### src/rtl/seq_det_scheduler.sv
// Round-robin scheduler that serialises one requester word at a time into a shared
// "1011" Moore detector, counts detections, and reports the count with a valid/ready handshake.
module seq_det_scheduler #(
  parameter int W = 8
) (
  input  logic           clock,
  input  logic           reset,
  input  logic [3:0]     req_valid,
  input  logic [4*W-1:0] req_data,
  output logic [3:0]     req_ready,
  output logic           det_seq_in,
  output logic           det_reset,
  input  logic           det_out,
  output logic           res_valid,
  input  logic           res_ready,
  output logic [1:0]     res_id,
  output logic [4:0]     res_count,
  output logic           res_hit,
  output logic           busy
);

  typedef enum logic [1:0] {IDLE, SHIFT, DRAIN, REPORT} state_t;

  localparam logic [4:0] LAST_BIT = 5'(W - 1);
  localparam logic [4:0] HIT_MAX  = 5'd31;

  state_t       state_q, state_d;
  logic [W-1:0] word_q, word_d;
  logic [1:0]   id_q, id_d;
  logic [1:0]   rr_q, rr_d;
  logic [4:0]   hits_q, hits_d;
  logic [4:0]   cnt_q, cnt_d;

  logic [7:0]   valid_dbl;
  logic [3:0]   valid_rot;
  logic [1:0]   grant_off;
  logic [1:0]   grant_idx;
  logic         grant_any;

  // Rotate the request vector so that bit 0 is the requester at the round-robin pointer.
  assign valid_dbl = {req_valid, req_valid};
  assign valid_rot = valid_dbl[rr_q +: 4];
  assign grant_any = |req_valid;
  assign grant_idx = rr_q + grant_off;

  always_comb begin
    grant_off = 2'd3;
    if (valid_rot[0])      grant_off = 2'd0;
    else if (valid_rot[1]) grant_off = 2'd1;
    else if (valid_rot[2]) grant_off = 2'd2;
  end

  // State register
  always_ff @(posedge clock) begin
    if (reset) begin
      state_q <= IDLE;
    end else begin
      state_q <= state_d;
    end
  end

  // Next-state logic
  always_comb begin
    state_d = state_q;
    case (state_q)
      IDLE:    if (grant_any) state_d = SHIFT;
      SHIFT:   if (cnt_q == LAST_BIT) state_d = DRAIN;
      DRAIN:   state_d = REPORT;
      REPORT:  if (res_ready) state_d = IDLE;
      default: state_d = IDLE;
    endcase
  end

  // Datapath next values
  always_comb begin
    word_d = word_q;
    id_d   = id_q;
    rr_d   = rr_q;
    hits_d = hits_q;
    cnt_d  = cnt_q;
    case (state_q)
      IDLE: begin
        if (grant_any) begin
          word_d = req_data[grant_idx*W +: W];
          id_d   = grant_idx;
          rr_d   = grant_idx + 2'd1;
          hits_d = '0;
          cnt_d  = '0;
        end
      end
      SHIFT: begin
        word_d = word_q << 1;
        cnt_d  = cnt_q + 5'd1;
        if (det_out && hits_q != HIT_MAX) hits_d = hits_q + 5'd1;
      end
      DRAIN: begin
        // Picks up the detection completed by the last shifted bit.
        if (det_out && hits_q != HIT_MAX) hits_d = hits_q + 5'd1;
      end
      default: ;
    endcase
  end

  always_ff @(posedge clock) begin
    if (reset) begin
      word_q <= '0;
      id_q   <= '0;
      rr_q   <= '0;
      hits_q <= '0;
      cnt_q  <= '0;
    end else begin
      word_q <= word_d;
      id_q   <= id_d;
      rr_q   <= rr_d;
      hits_q <= hits_d;
      cnt_q  <= cnt_d;
    end
  end

  // Outputs are forced to their reset values while reset is asserted.
  always_comb begin
    req_ready  = '0;
    det_seq_in = 1'b0;
    det_reset  = reset || (state_q == IDLE);
    res_valid  = 1'b0;
    res_id     = '0;
    res_count  = '0;
    res_hit    = 1'b0;
    busy       = 1'b0;
    if (!reset) begin
      busy = (state_q != IDLE);
      case (state_q)
        IDLE:   if (grant_any) req_ready = 4'b0001 << grant_idx;
        SHIFT:  det_seq_in = word_q[W-1];
        REPORT: begin
          res_valid = 1'b1;
          res_id    = id_q;
          res_count = hits_q;
          res_hit   = (hits_q != 5'd0);
        end
        default: ;
      endcase
    end
  end

endmodule
### config.mk
export PLATFORM = sky130hd
export DESIGN_NAME = seq_det_scheduler
export DESIGN_NICKNAME = d
export VERILOG_FILES = /design/src/rtl/seq_det_scheduler.sv
export SDC_FILE = /design/constraint.sdc
export NUM_CORES = 1
export LEC_CHECK = 0
export CAP_MARGIN = 20
export CORE_ASPECT_RATIO = 0.7
export CORE_MARGIN = 2
export CORE_UTILIZATION = 49
export CTS_CLUSTER_DIAMETER = 50
export CTS_CLUSTER_SIZE = 30
export DETAILED_ROUTE_END_ITERATION = 8
export HOLD_SLACK_MARGIN = 0.08
export PLACE_DENSITY = 0.95
export REMOVE_ABC_BUFFERS = 1
export SLEW_MARGIN = 30
export SYNTH_ARGS = -nofsm -noshare
export SYNTH_HDL_FRONTEND = slang
export SYNTH_SLANG_ARGS = --single-unit
### constraint.sdc
create_clock -name clock -period 3.4 [get_ports clock]
set_input_delay 0.34 -clock clock [delete_from_list [all_inputs] [get_ports clock]]
set_output_delay 0.34 -clock clock [all_outputs]
set_load 0.01 [all_outputs]
* Yosys cells after proc, flatten, opt, wreduce, memory -nomap -nowiden
Cells that the tools add are included.
Widths: inputs -> output; s select.
** Storage, ports and cells
- Bits in writable memories :: 0
- Bits of input ports :: 40
- Latch bits :: 0
- Bits in read-only memories :: 0
- Memories :: 0
- Bits in registers :: 24
- Word-level logic and storage cells :: 62
** Cells by class
- Shift-type cells :: 3
- Order comparisons :: 0
- Reduce and logical (&&, ||, !) cells :: 13
- $add $sub $neg :: 4
- Multiply operators :: 0
- Bitwise logic cells :: 0
- Div/mod/pow operators :: 0
- Multiplexer cells :: 27
- Equal/unequal tests :: 9
** Operators with widths (number)
- $shiftx 32x6->8 :: 1
- $mux 5 :: 4
- $pmux 5 s2 :: 2
- $pmux 8 s2 :: 1
- $mux 2 :: 7
- $mux 4 :: 3
- $add 5x1->5 const B :: 2
- $mux 1 :: 8
- $mux 8 :: 1
- $pmux 2 s4 :: 1
- $shiftx 8x3->3 :: 1
- $ne 2x2->1 const B :: 3
- $reduce_and 3->1 :: 2
- $reduce_bool 2->1 :: 3
- $eq 5x3->1 const B :: 1
- $ne 5x5->1 const B :: 1
- $reduce_bool 5->1 :: 1
- $eq 2x2->1 const B :: 2
- $reduce_and 2->1 :: 2
- $reduce_or 4->1 :: 1
- $shl 1x2->4 const A :: 1
- $add 2x1->2 const B :: 1
- $add 2x2->2 :: 1
- $eq 2x1->1 const B :: 1
- other kinds (5) :: 5

* Longest topological paths before layout
- Depth after elaboration :: 9
- Depth in mapped cells :: 12
- Gate-level depth less buffers :: 10

* Worst setup path before layout
OpenSTA, ideal clock, no wires.
- Path type :: register to output
- Start :: reg rr_q[1]
- End :: out req_ready[2]
- Slack :: 1078 ps
- Arrival time :: 1982 ps
- Buffers on the path :: 2
- Cell stages (with the launch flop) :: 9
- Cells stage by stage :: dfxtp_1 > buf_2 > or2b_1 > a211oi_1 > a21oi_1 > nand2_1 > ha_1 > buf_2 > nor4_1
** On the way
- Longest elaborated chain between the ends :: 9
** RTL lines
- from (decl) :: line 30 : logic [1:0] rr_q, rr_d;
- from (signal assigned) :: line 114 : rr_q <= rr_d;
- $shiftx 8x3->3 * :: line 42 : assign valid_rot = valid_dbl[rr_q +: 4];
- $mux 1 :: line 50 : else if (valid_rot[2]) grant_off = 2'd2;
- $mux 2 :: line 49 : else if (valid_rot[1]) grant_off = 2'd1;
- $mux 2 * :: line 48 : if (valid_rot[0]) grant_off = 2'd0;
- $add 2x2->2 * :: line 44 : assign grant_idx = rr_q + grant_off;
- net grant_idx[0] :: line 37 : logic [1:0] grant_idx;
- $shl 1x2->4 * :: line 133 : IDLE: if (grant_any) req_ready = 4'b0001 << grant_idx;
- $mux 4 * :: line 133
- $mux 4 * :: line 132 : case (state_q)
- $mux 4 * :: line 130 : if (!reset) begin
- to (decl) :: line 10 : output logic [3:0] req_ready,
Mark *: on every way through the listed nets, which the timed path passes. The rest lies on a longest branch.

* Worst setup path after layout
- Start :: in req_valid[1]
- End :: out req_ready[1]
** On the way
- Longest elaborated chain between the ends :: 9
- Elaborated cells on any way between the ends :: 10
** RTL lines
- from (decl) :: line 8 : input logic [3:0] req_valid,
- $shiftx 8x3->3 :: line 42
- $mux 1 :: line 50
- $mux 2 :: line 49
- $mux 2 :: line 48
- $add 2x2->2 :: line 44
- $shl 1x2->4 :: line 133
- $mux 4 * :: line 133
- $mux 4 * :: line 132
- $mux 4 * :: line 130
Every way passes the cells marked *; elsewhere a longest branch is shown, timed or not.

==> impl_metrics.csv <==
group,metric,value,unit
global_routing,grt_max_degree,18,
synthesis,yosysWarnings,0,
power,switching_share,40.3,%
route,vias_per_cell,5.85,
route,via_count,1604,
floorplanning,ios,56,
power,power_density,626,nW/um^2
global_routing,grt_pass1_wl,6.83,mm
finish,final_common_cell,"clkdlybuf4s50_1",
power,power_switching,0.586,mW
power,clock_power_share,13.5,%
finish,antennaDiodeCount,0,
timing,post-route-period-util,97.3,%
route,wl_per_cell,15.7,um
clock_tree,postCtsSetupBuffers,0,
synthesis,synth_compound_area_share,20.9,%
finish,drive_gt1_share,7.20,%
finish,fillers,253,
synthesis,synth_xor_area_share,2.64,%
critical_path,cpMostUsedCell,"clkdlybuf4s50_1",
critical_path,cpPeakStageDelay,0.54,ns
timing,hold_ws,0.485,ns
timing,final_max_slew_viol_count,0,
placement,port-buffer-count,55,
placement,dp.final_hpwl,3.26,mm
critical_path,cp_slowest_cell,"clkdlybuf4s50_1",
finish,syn_to_final_growth,40.0,%
floorplanning,die-area,3880,sq um
floorplanning,fp-row-count,17,
placement,place_congestion,0.878,
clock_tree,root_buffer,"clkbuf_8",
clock_tree,htree_levels,1,
floorplanning,die_w,73.6,um
power,p_int,0.870,mW
critical_path,arrival,2.97,ns
global_routing,gr-usage-all-layers,22.9,%
floorplanning,start_util,52.1,%
critical_path,crit_path_end_kind,"output port",
critical_path,crit_chain,"clkdlybuf4s50_1 > or2b_1 > a211oi_1 > a21oi_1 > nand2_1 > ha_1 > nor2_1 > a32oi_2 > buf_4 > and3_1 > clkdlybuf4s50_1",
synthesis,ys_seq_elements,24,
timing,max_freq,302,MHz
timing,skew,0.00284,ns
clock_tree,clk_latency,0.27,ns
synthesis,ys_types,43,
min_path,holdPathStages,2,
floorplanning,die_h,52.7,um
clock_tree,cts_tree,"done",
route,postRouteAntennaNets,0,
critical_path,rrSetupSlack,0.98,ns
route,wl,4.31,mm
run,maxCapViolCount,0,
synthesis,synthCells,181,
finish,fin_nets,286,
synthesis,synth_fa_ha_area_share,6.78,%
min_path,hp-class,"reg -> reg",
timing,setup_viol,0,
critical_path,path_max_fanout,12,
timing,timing.final.hold_violations,0,
floorplanning,coreArea,3190,sq um
synthesis,synth_top_family_by_area,"simple AND/OR/NAND/NOR gates",
finish,final_util,72.9,%
critical_path,worst-r2r-cell-count,10,
synthesis,avgSynthCellArea,9.18,sq um
global_routing,grt_pass1_vias,1507,
critical_path,worst-path-buf-inv,3,
power,total_leakage_power,0.918,nW
global_routing,antenna_found_initial,0,
critical_path,path_depth,11,
route,drc,0,
route,drt_pre_antenna_iters,4,
clock_tree,clk_pin_slew_worst_paths,0.09,ns
synthesis,netlist_area,1660,sq um
power,peakVddDrop,0.000393,V
outcome,status,"completed",
clock_tree,hold_buffers,0,
power,power,1.46,mW
route,first_iter_violations,81,
power,p_seq_share,29.5,%
synthesis,synth_mux_area_share,13.9,%
timing,worst_slew_pin_slew,0.667,ns
synthesis,synth-simple-area-share,22.2,%
critical_path,crit_type,"in -> out",
synthesis,ys_seq_area_share,28.9,%
clock_tree,cts_sinks,24,
power,comb_power_share,57.0,%
finish,mostFrequentLayoutCells,"clkdlybuf4s50_1 (54), dfxtp_1 (23), nor2_1 (22)",
timing,min_period,3.31,ns
clock_tree,clockBufferDepth,2,
critical_path,crit_required,3.06,ns
critical_path,crit_family,"buffers and inverters",
clock_tree,cts_buffers,3,
timing,relSlewSlack,55.4,%
critical_path,critPathLaunchType,"primary input",
global_routing,gr-total-overflow,0,
-- sequential cells by signal, summed over array words and instances (netlist names) --
signal and count:
id_q 2, rr_q 2, state_q 2, word_q 8
hits_q 5, cnt_q 5
-- worst reg2reg max path, cell delays in order, from the launching register on --
cell,delay (ns)
dfxtp_2,0.38
or2b_1,0.25
a211oi_1,0.26
a21oi_1,0.07
nand2_1,0.09
ha_1,0.17
nor2_1,0.06
a32oi_2,0.26
buf_4,0.23
mux4_1,0.31
a32o_1,0.22
-- synth_stat cells (all sizes together) --
cell / n / area share [%]
nor4: 2 / 1.1
xor2: 5 / 2.6
or2b: 1 / 0.45
a21boi: 1 / 0.45
nor2b: 6 / 2.3
dfxtp: 24 / 29
mux2: 1 / 0.68
and2: 8 / 3.0
a221oi: 1 / 0.53
o21a: 6 / 2.7
ha: 9 / 6.8
a21oi: 5 / 1.5
mux2i: 1 / 0.60
buf: 3 / 1.3
nand3: 2 / 0.60
o21ai: 6 / 1.8
clkbuf: 8 / 1.8
and3: 3 / 1.1
a211oi: 4 / 1.8
or3: 2 / 0.75
inv: 7 / 1.6
a22oi: 9 / 4.1
nand4: 3 / 1.1
o2bb2ai: 7 / 3.7
a32o: 2 / 1.2
nand2b: 3 / 1.1
mux4: 8 / 13
nand2: 9 / 2.0
nor2: 22 / 5.0
nand3b: 1 / 0.45
a32oi: 1 / 0.98
nor4b: 1 / 0.53
o41a: 1 / 0.68
or2: 1 / 0.38
o21bai: 1 / 0.45
and3b: 2 / 1.1
nor3: 1 / 0.30
a311o: 1 / 0.60
nor3b: 2 / 0.90
a31oi: 1 / 0.38
-- path summary, 6_finish.rpt --
| path | startpoint | end |
|---|---|---|
| min reg2reg | id_q[0] | id_q[0] |
| min | id_q[0] | id_q[0] |
| max | req_valid[1] | req_ready[1] |
| max reg2reg | rr_q[1] | word_q[0] |
-- power groups by stage --
stage	registers, mW	logic [mW]	clock network, mW
floorplan	0.411	0.557	0
global placement	0.426	0.776	0
detailed placement	0.430	0.813	0
CTS	0.425	0.825	0.201
global route	0.439	0.906	0.213
finish	0.430	0.830	0.197
-- layer usage --
layer	global-route usage (%)	vias to the layer above	part of all wire (%)
met3	5.58	4	5.5
li1	-	785	-
met2	39.4	46	48
met4	3.33	0	0.67
met5	0	-	0
met1	29.7	769	46
-- cell type report --
cell class,instances,area (sq um),area share (%)
Tap cell,38,47.5,2.04
Clock buffer,4,55.1,2.37
Inverter,7,26.3,1.13
Multi-Input combinational cell,139,1110,47.7
Timing Repair Buffer,62,606,26.0
Sequential cell,24,482,20.7
-- kinds of logic after synthesis --
group           after synthesis
xor+xnor                      5
compound gates               46
buf+inv                      18
simple gates                 69
fa+ha+maj                     9
flops                        24
mux                          10
-- per-stage QoR --
| stage | TNS, ns | cell area (sq um) | setup slack [ns] | instances |
|---|---|---|---|---|
| finish | 0 | 2330 | 0.0930 | 274 |
| global route | -0.0275 | 2330 | -0.0174 | 274 |
| CTS | 0 | 2320 | 0.0899 | 274 |
| detailed placement | 0 | 2260 | 0.0278 | 270 |
| global placement | 0 | 2260 | 0.221 | 270 |
| floorplan | 0 | 1610 | 1.08 | 170 |
-- what timing repair did --
action,CTS,global route
setup endpoints to repair,1,3
gates resized for setup,1,3
pin swaps,0,0
No activity file was read; power rests on OpenSTA's default activity.
